--- src/rtl/noc_writer_pkg.sv ---
// Shared NoC definitions: flit field positions, writer FSM states and VC-width helper.
package noc_writer_pkg;

  typedef enum logic {
    IDLE = 1'b0,
    SEND = 1'b1
  } wr_state_e;

  // A single-VC link still carries a one-bit VC field so the slice is never empty.
  function automatic int vc_width(input int num_vc);
    return (num_vc > 1) ? $clog2(num_vc) : 1;
  endfunction

  function automatic int valid_pos(input int width);
    return width - 1;
  endfunction

  function automatic int head_pos(input int width);
    return width - 2;
  endfunction

  function automatic int tail_pos(input int width);
    return width - 3;
  endfunction

  function automatic int vc_msb(input int width);
    return width - 4;
  endfunction

endpackage

--- src/rtl/noc_writer_if.sv ---
// Writer-side bundle: show-ahead afifo read port plus the NoC link flit/credit wires.
interface noc_writer_if #(
  parameter int WIDTH  = 36,
  parameter int NUM_VC = 2
);
  logic [WIDTH-1:0]  i_data_in;
  logic              i_empty_in;
  logic              i_read_en;
  logic [WIDTH-1:0]  o_flit_out;
  logic [NUM_VC-1:0] o_credits_in;

  modport master (
    input  i_data_in, i_empty_in, o_credits_in,
    output i_read_en, o_flit_out
  );

  modport slave (
    output i_data_in, i_empty_in, o_credits_in,
    input  i_read_en, o_flit_out
  );
endinterface

--- src/rtl/noc_writer_credit_counter.sv ---
// Per-VC credit counter: starts full, -1 per flit sent, +1 per credit pulse, saturating.
module credit_counter #(
  parameter int DEPTH = 8,
  parameter int CW    = $clog2(DEPTH + 1)
) (
  input  logic          clk,
  input  logic          rst,
  input  logic          dec,
  input  logic          inc,
  output logic [CW-1:0] count
);

  always_ff @(posedge clk or posedge rst) begin
    if (rst) begin
      count <= CW'(DEPTH);
    end else if (dec && !inc && count != '0) begin
      count <= count - 1'b1;
    end else if (inc && !dec && count != CW'(DEPTH)) begin
      count <= count + 1'b1;
    end
  end

  // Downstream returned a credit it never consumed: protocol error upstream.
  credit_overflow: assert property (@(posedge clk) disable iff (rst)
    !(inc && !dec && count == CW'(DEPTH)));

endmodule

--- src/rtl/noc_writer.sv ---
// NoC writer: pops packets from an afifo, allocates a VC round-robin per packet and
// emits registered flits while tracking downstream credits per VC.
module noc_writer
  import noc_writer_pkg::*;
#(
  parameter int WIDTH        = 36,
  parameter int NUM_VC       = 2,
  parameter int DEPTH_PER_VC = 8,
  parameter int N            = 16
) (
  input logic        clk,
  input logic        rst,
  noc_writer_if.master bus
);

  localparam int VCW     = vc_width(NUM_VC);
  localparam int CW      = $clog2(DEPTH_PER_VC + 1);
  localparam int P_VALID = valid_pos(WIDTH);
  localparam int P_HEAD  = head_pos(WIDTH);
  localparam int P_TAIL  = tail_pos(WIDTH);
  localparam int P_VC    = vc_msb(WIDTH);

  if (N < 1 || NUM_VC < 1 || DEPTH_PER_VC < 1 || WIDTH < 4 + VCW) begin : g_param_check
    $error("noc_writer: illegal parameter combination");
  end

  wr_state_e         state, next_state;
  logic [VCW-1:0]    cur_vc, last_vc, sel_vc, pop_vc;
  logic              sel_found, alloc, emit, read_en;
  logic [NUM_VC-1:0] has_credit, dec;
  logic [CW-1:0]     credit [NUM_VC];
  logic [WIDTH-1:0]  flit_next, flit;

  for (genvar v = 0; v < NUM_VC; v++) begin : g_vc
    assign dec[v]        = emit && (pop_vc == VCW'(v));
    assign has_credit[v] = (credit[v] != '0);

    credit_counter #(.DEPTH(DEPTH_PER_VC), .CW(CW)) u_credit (
      .clk   (clk),
      .rst   (rst),
      .dec   (dec[v]),
      .inc   (bus.o_credits_in[v]),
      .count (credit[v])
    );
  end

  // Descending scan so the nearest VC after last_vc is the one left standing.
  always_comb begin
    sel_vc    = '0;
    sel_found = 1'b0;
    for (int k = NUM_VC; k >= 1; k--) begin
      if (has_credit[(int'(last_vc) + k) % NUM_VC]) begin
        sel_vc    = VCW'((int'(last_vc) + k) % NUM_VC);
        sel_found = 1'b1;
      end
    end
  end

  always_comb begin
    next_state = state;
    read_en    = 1'b0;
    alloc      = 1'b0;
    emit       = 1'b0;
    pop_vc     = cur_vc;
    if (!rst && !bus.i_empty_in) begin
      unique case (state)
        IDLE: begin
          if (!bus.i_data_in[P_VALID] || !bus.i_data_in[P_HEAD]) begin
            read_en = 1'b1;
          end else if (sel_found) begin
            read_en = 1'b1;
            emit    = 1'b1;
            alloc   = 1'b1;
            pop_vc  = sel_vc;
            if (!bus.i_data_in[P_TAIL]) next_state = SEND;
          end
        end
        SEND: begin
          if (has_credit[cur_vc]) begin
            read_en = 1'b1;
            emit    = 1'b1;
            if (bus.i_data_in[P_TAIL]) next_state = IDLE;
          end
        end
        default: next_state = IDLE;
      endcase
    end
  end

  always_comb begin
    flit_next                   = bus.i_data_in;
    flit_next[P_VALID]          = 1'b1;
    flit_next[P_VC -: VCW]      = pop_vc;
  end

  always_ff @(posedge clk or posedge rst) begin
    if (rst) begin
      state   <= IDLE;
      cur_vc  <= '0;
      last_vc <= VCW'(NUM_VC - 1);
      flit    <= '0;
    end else begin
      state <= next_state;
      if (alloc) begin
        cur_vc  <= sel_vc;
        last_vc <= sel_vc;
      end
      flit <= emit ? flit_next : '0;
    end
  end

  assign bus.i_read_en  = read_en;
  assign bus.o_flit_out = flit;

endmodule

--- src/flat_wrapper.sv ---
// flat-port wrapper written by rule: the top's interface ports become plain ports
module noc_writer_flat import noc_writer_pkg::*;
#(
  parameter int WIDTH        = 36,
  parameter int NUM_VC       = 2,
  parameter int DEPTH_PER_VC = 8,
  parameter int N            = 16
)
  (clk, rst, bus_i_data_in, bus_i_empty_in, bus_o_credits_in, bus_i_read_en, bus_o_flit_out);
  noc_writer_if #(.WIDTH(WIDTH), .NUM_VC(NUM_VC)) bus_i ();
  input logic clk;
  input logic rst;
  input wire logic [$bits(bus_i.i_data_in)-1:0] bus_i_data_in;
  input wire logic [$bits(bus_i.i_empty_in)-1:0] bus_i_empty_in;
  input wire logic [$bits(bus_i.o_credits_in)-1:0] bus_o_credits_in;
  output wire logic [$bits(bus_i.i_read_en)-1:0] bus_i_read_en;
  output wire logic [$bits(bus_i.o_flit_out)-1:0] bus_o_flit_out;
  assign bus_i.i_data_in = bus_i_data_in;
  assign bus_i.i_empty_in = bus_i_empty_in;
  assign bus_i.o_credits_in = bus_o_credits_in;
  assign bus_i_read_en = bus_i.i_read_en;
  assign bus_o_flit_out = bus_i.o_flit_out;
  noc_writer #(.WIDTH(WIDTH), .NUM_VC(NUM_VC), .DEPTH_PER_VC(DEPTH_PER_VC), .N(N)) u_core (.clk(clk), .rst(rst), .bus(bus_i));
endmodule
--- config.mk ---
export PLATFORM = sky130hd
export DESIGN_NAME = noc_writer_flat
export DESIGN_NICKNAME = d
export VERILOG_FILES = /design/src/rtl/noc_writer_pkg.sv /design/src/rtl/noc_writer_if.sv /design/src/rtl/noc_writer_credit_counter.sv /design/src/rtl/noc_writer.sv /design/src/flat_wrapper.sv
export SDC_FILE = /design/constraint.sdc
export NUM_CORES = 1
export LEC_CHECK = 0
export CAP_MARGIN = 10
export CORE_ASPECT_RATIO = 2
export CORE_MARGIN = 10
export CORE_UTILIZATION = 48
export CTS_CLUSTER_SIZE = 28
export DETAILED_ROUTE_END_ITERATION = 8
export PLACE_DENSITY = 0.85
export SLEW_MARGIN = 15
export SYNTH_ARGS = -nofsm -noshare
export SYNTH_HDL_FRONTEND = slang
export SYNTH_SLANG_ARGS = --single-unit
export TNS_END_PERCENT = 20
--- constraint.sdc ---
create_clock -name clk -period 6.04 [get_ports clk]
set_clock_uncertainty 0.1 [all_clocks]
set_input_delay 1.208 -clock clk [delete_from_list [all_inputs] [get_ports clk]]
set_output_delay 1.208 -clock clk [all_outputs]
set_load 0.01 [all_outputs]
==> qor.yml <==
run_status:
  outcome: "completed"
clock_network:
  cts_sinks: 47
  htreeDepth: 2
  clk_latency_ns: 0.29
  post_cts_buffers: 0
  clkSlewWorstSetupHoldPaths_ns: 0.08
  post_cts_resized: 0
  tritoncts: "done"
  cts-root-buf: "clkbuf_8"
  cts_buffers: 5
  clockBufferDepth: 2
  cts_hold_buf: 0
critical_path:
  start_kind: "input pin"
  slowest_stage: "or4_4"
  r2r_setup_slack_ns: 2.44
  worstReg2RegEnd: "u_core.g_vc[1].u_credit.count[3]"
  cp.required_ns: 6.15
  slowest_delay_ns: 0.51
  path_buf_inv: 4
  arrival_ns: 4.54
  crit_cells: 14
  crit_chain: "clkdlybuf4s50_1 > or2_4 > or4_4 > o22ai_4 > inv_2 > nand2_4 > inv_2 > nand2b_1 > inv_1 > ha_1 > a21o_1 > a21o_1 > or2_2 > mux4_2"
  crit_family: "simple AND/OR/NAND/NOR gates"
  crit_type: "in2reg"
  r2r-start: "u_core.g_vc[1].u_credit.count[0]"
  critPathCaptureType: "flip-flop"
  reg2regPathDepth: 13
  cp_max_fo: 5
global_routing:
  grt_first_pass_wirelength_mm: 7.90
  grt_use_total_pct: 13.3
  grt_max_degree: 48
  antenna_found_initial: 0
  grt_overflow: 0
  grt_pass1_vias: 1597
synthesis:
  synthSimpleGateAreaFrac_pct: 24.5
  synth_top_family_by_area: "simple AND/OR/NAND/NOR gates"
  synth_top_cell_by_area: "dfrtp_1"
  syn-instance-count: 179
  ys_ff_latch: 47
  synthMuxAreaShare_pct: 2.50
  syn_area_um2: 2160
  yosysWarnings: 0
  ys_seq_area_share_pct: 54.7
  synth_compound_area_share_pct: 8.76
  synth_adder_area_share_pct: 4.18
  synth_edf_count: 0
  syn_nets: 226
  async_flop_share_pct: 100
  synth_top_area_share_pct: 51.1
  synth_cell_types: 51
  synth_xor_area_share_pct: 2.03
  synth.avg_cell_area_um2: 12.0
  ys.flop_type: "dfrtp_1"
  yosys-top-cells-area: "dfrtp_1 (51%), and2_1 (10%), dfstp_2 (3.7%)"
place:
  gp_congestion: 0.835
  io_buffers: 76
  place_inst: 304
  hpwl_mm: 4.09
timing:
  period_needed_ns: 4.42
  worst_hold_slack_ns: 0.513
  setup_tns_ns: 0
  worstMarginPinSlew_ns: 0.921
  maxSlewHeadroom_pct: 38.5
  final_hold_viol_count: 0
  clock.fmax_ghz: 0.226
  finalSetupViolations: 0
  rsz0062_at_grt: "false"
  slew_violations: 0
  period_share_pct: 73.2
power:
  powerDensity_nw_per_um2: 293
  ir_drop_v: 0.000172
  p_leak_nw: 1.39
  power_mw: 0.893
die:
  die_h_um: 115
  ios: 78
  start_util_pct: 49.7
  fp.dieW_um: 67.4
  core_um2: 4340
  die-area_um2: 7730
  row_count: 34
hold_path:
  hold_depth: 2
  hold_class: "reg2reg"
  hold_start: "u_core.g_vc[1].u_credit.count[2]"
  hold_end: "u_core.g_vc[1].u_credit.count[2]"
cells_and_area:
  final_cell_mix: "clkdlybuf4s50_1 (76), dfrtp_1 (44), and2_1 (36)"
  syn_to_final_growth_pct: 41.3
  layout_commonest_cell: "clkdlybuf4s50_1"
  layout.cells.non_filler: 311
  layout-drive-gt1-share_pct: 12.5
  antenna_cells: 0
  nets: 304
route:
  routed_wl_mm: 5.13
  drt_iter0_drc: 48
  vias: 1614
  via_per_inst: 5.19
  drt-pass1-iter-count: 4
  ant_nets: 0
  wl_per_cell_um: 16.5
  drc: 0
flow_run:
  drv_cap: 0
worst min-delay path, delay by kind of cell, from the launching register on:
kind	cells	cell delay [ns]
AO/OA/AOI/OAI	1	0.07
buffers and inverters	1	0.07
flip-flops	1	0.43
state kept, by name, indices dropped and copies added (netlist names):
signal	cells
u_core.last_vc	1
u_core.bus.o_flit_out	36
u_core.cur_vc	1
u_core.state	1
u_core.g_vc.u_credit.count	8
synth_stat cells (2+ instances only):
master / count
nand2_1: 8
a21o_1: 3
nand2b_1: 3
a221oi_1: 2
dfstp_2: 3
nor2_1: 6
dfrtp_1: 44
ha_1: 4
nor3_1: 5
nand3_1: 3
nor4_1: 3
fa_1: 2
a21oi_1: 3
clkbuf_1: 4
o22ai_4: 2
inv_1: 8
mux2i_1: 2
inv_2: 2
xnor2_1: 4
or4_4: 2
and2_1: 36
stage by stage:
stage / utilization, % / instance area, µm² / setup slack, ns
2_1_floorplan: - / 2160 / 1.96
3_3_place_gp: 68.2 / 2960 / 1.34
3_5_place_dp: 68.2 / 2960 / 1.30
4_1_cts: 70.2 / 3050 / 1.61
5_1_grt: 70.2 / 3050 / 1.45
6_report: 70.2 / 3050 / 1.62
cells by family (layout without fill, tap and decap cells):
family,count (synthesis),in the layout
AOI/OAI and AO/OA,21,21
xor gates and xnor gates,5,5
adders and majority gates,6,6
buffers and inverters,16,94
DFF,47,47
muxes,4,4
and+or+nand+nor,80,80
routing by layer:
| layer | global-route usage [%] | share of wire (%) | up-vias |
|---|---|---|---|
| met5 | 0 | 0 | - |
| met1 | 13.3 | 35 | 775 |
| met4 | 5.51 | 1.5 | 0 |
| met3 | 3.22 | 8.9 | 6 |
| li1 | - | - | 764 |
| met2 | 24.7 | 54 | 69 |
layout make-up:
cell class	count	area, µm²
timing repair buffer	77	768
multi-input combinational	116	905
fill	312	1290
inverter	10	37.5
clock inverter	1	5.00
clock buffer	6	82.6
tap	54	67.6
sequential	47	1180
worst max path at each step:
stage	startpoint	to	slack [ns]
2_1_floorplan	rst	u_core.g_vc[1].u_credit.count[3]	1.96
3_3_place_gp	rst	u_core.g_vc[1].u_credit.count[3]	1.34
3_5_place_dp	rst	u_core.g_vc[1].u_credit.count[3]	1.30
4_1_cts	rst	u_core.g_vc[1].u_credit.count[3]	1.61
5_1_grt	rst	u_core.g_vc[1].u_credit.count[3]	1.45
6_report	rst	u_core.g_vc[1].u_credit.count[3]	1.62
where the power goes:
group	total [mW]	leakage, nW	internal [mW]	switching, mW
registers	0.415	0.619	0.363	0.0522
clock network	0.183	0.0470	0.0898	0.0934
logic	0.294	0.728	0.158	0.137
total	0.893	1.39	0.611	0.282
No activity file was read; power rests on OpenSTA's default activity.
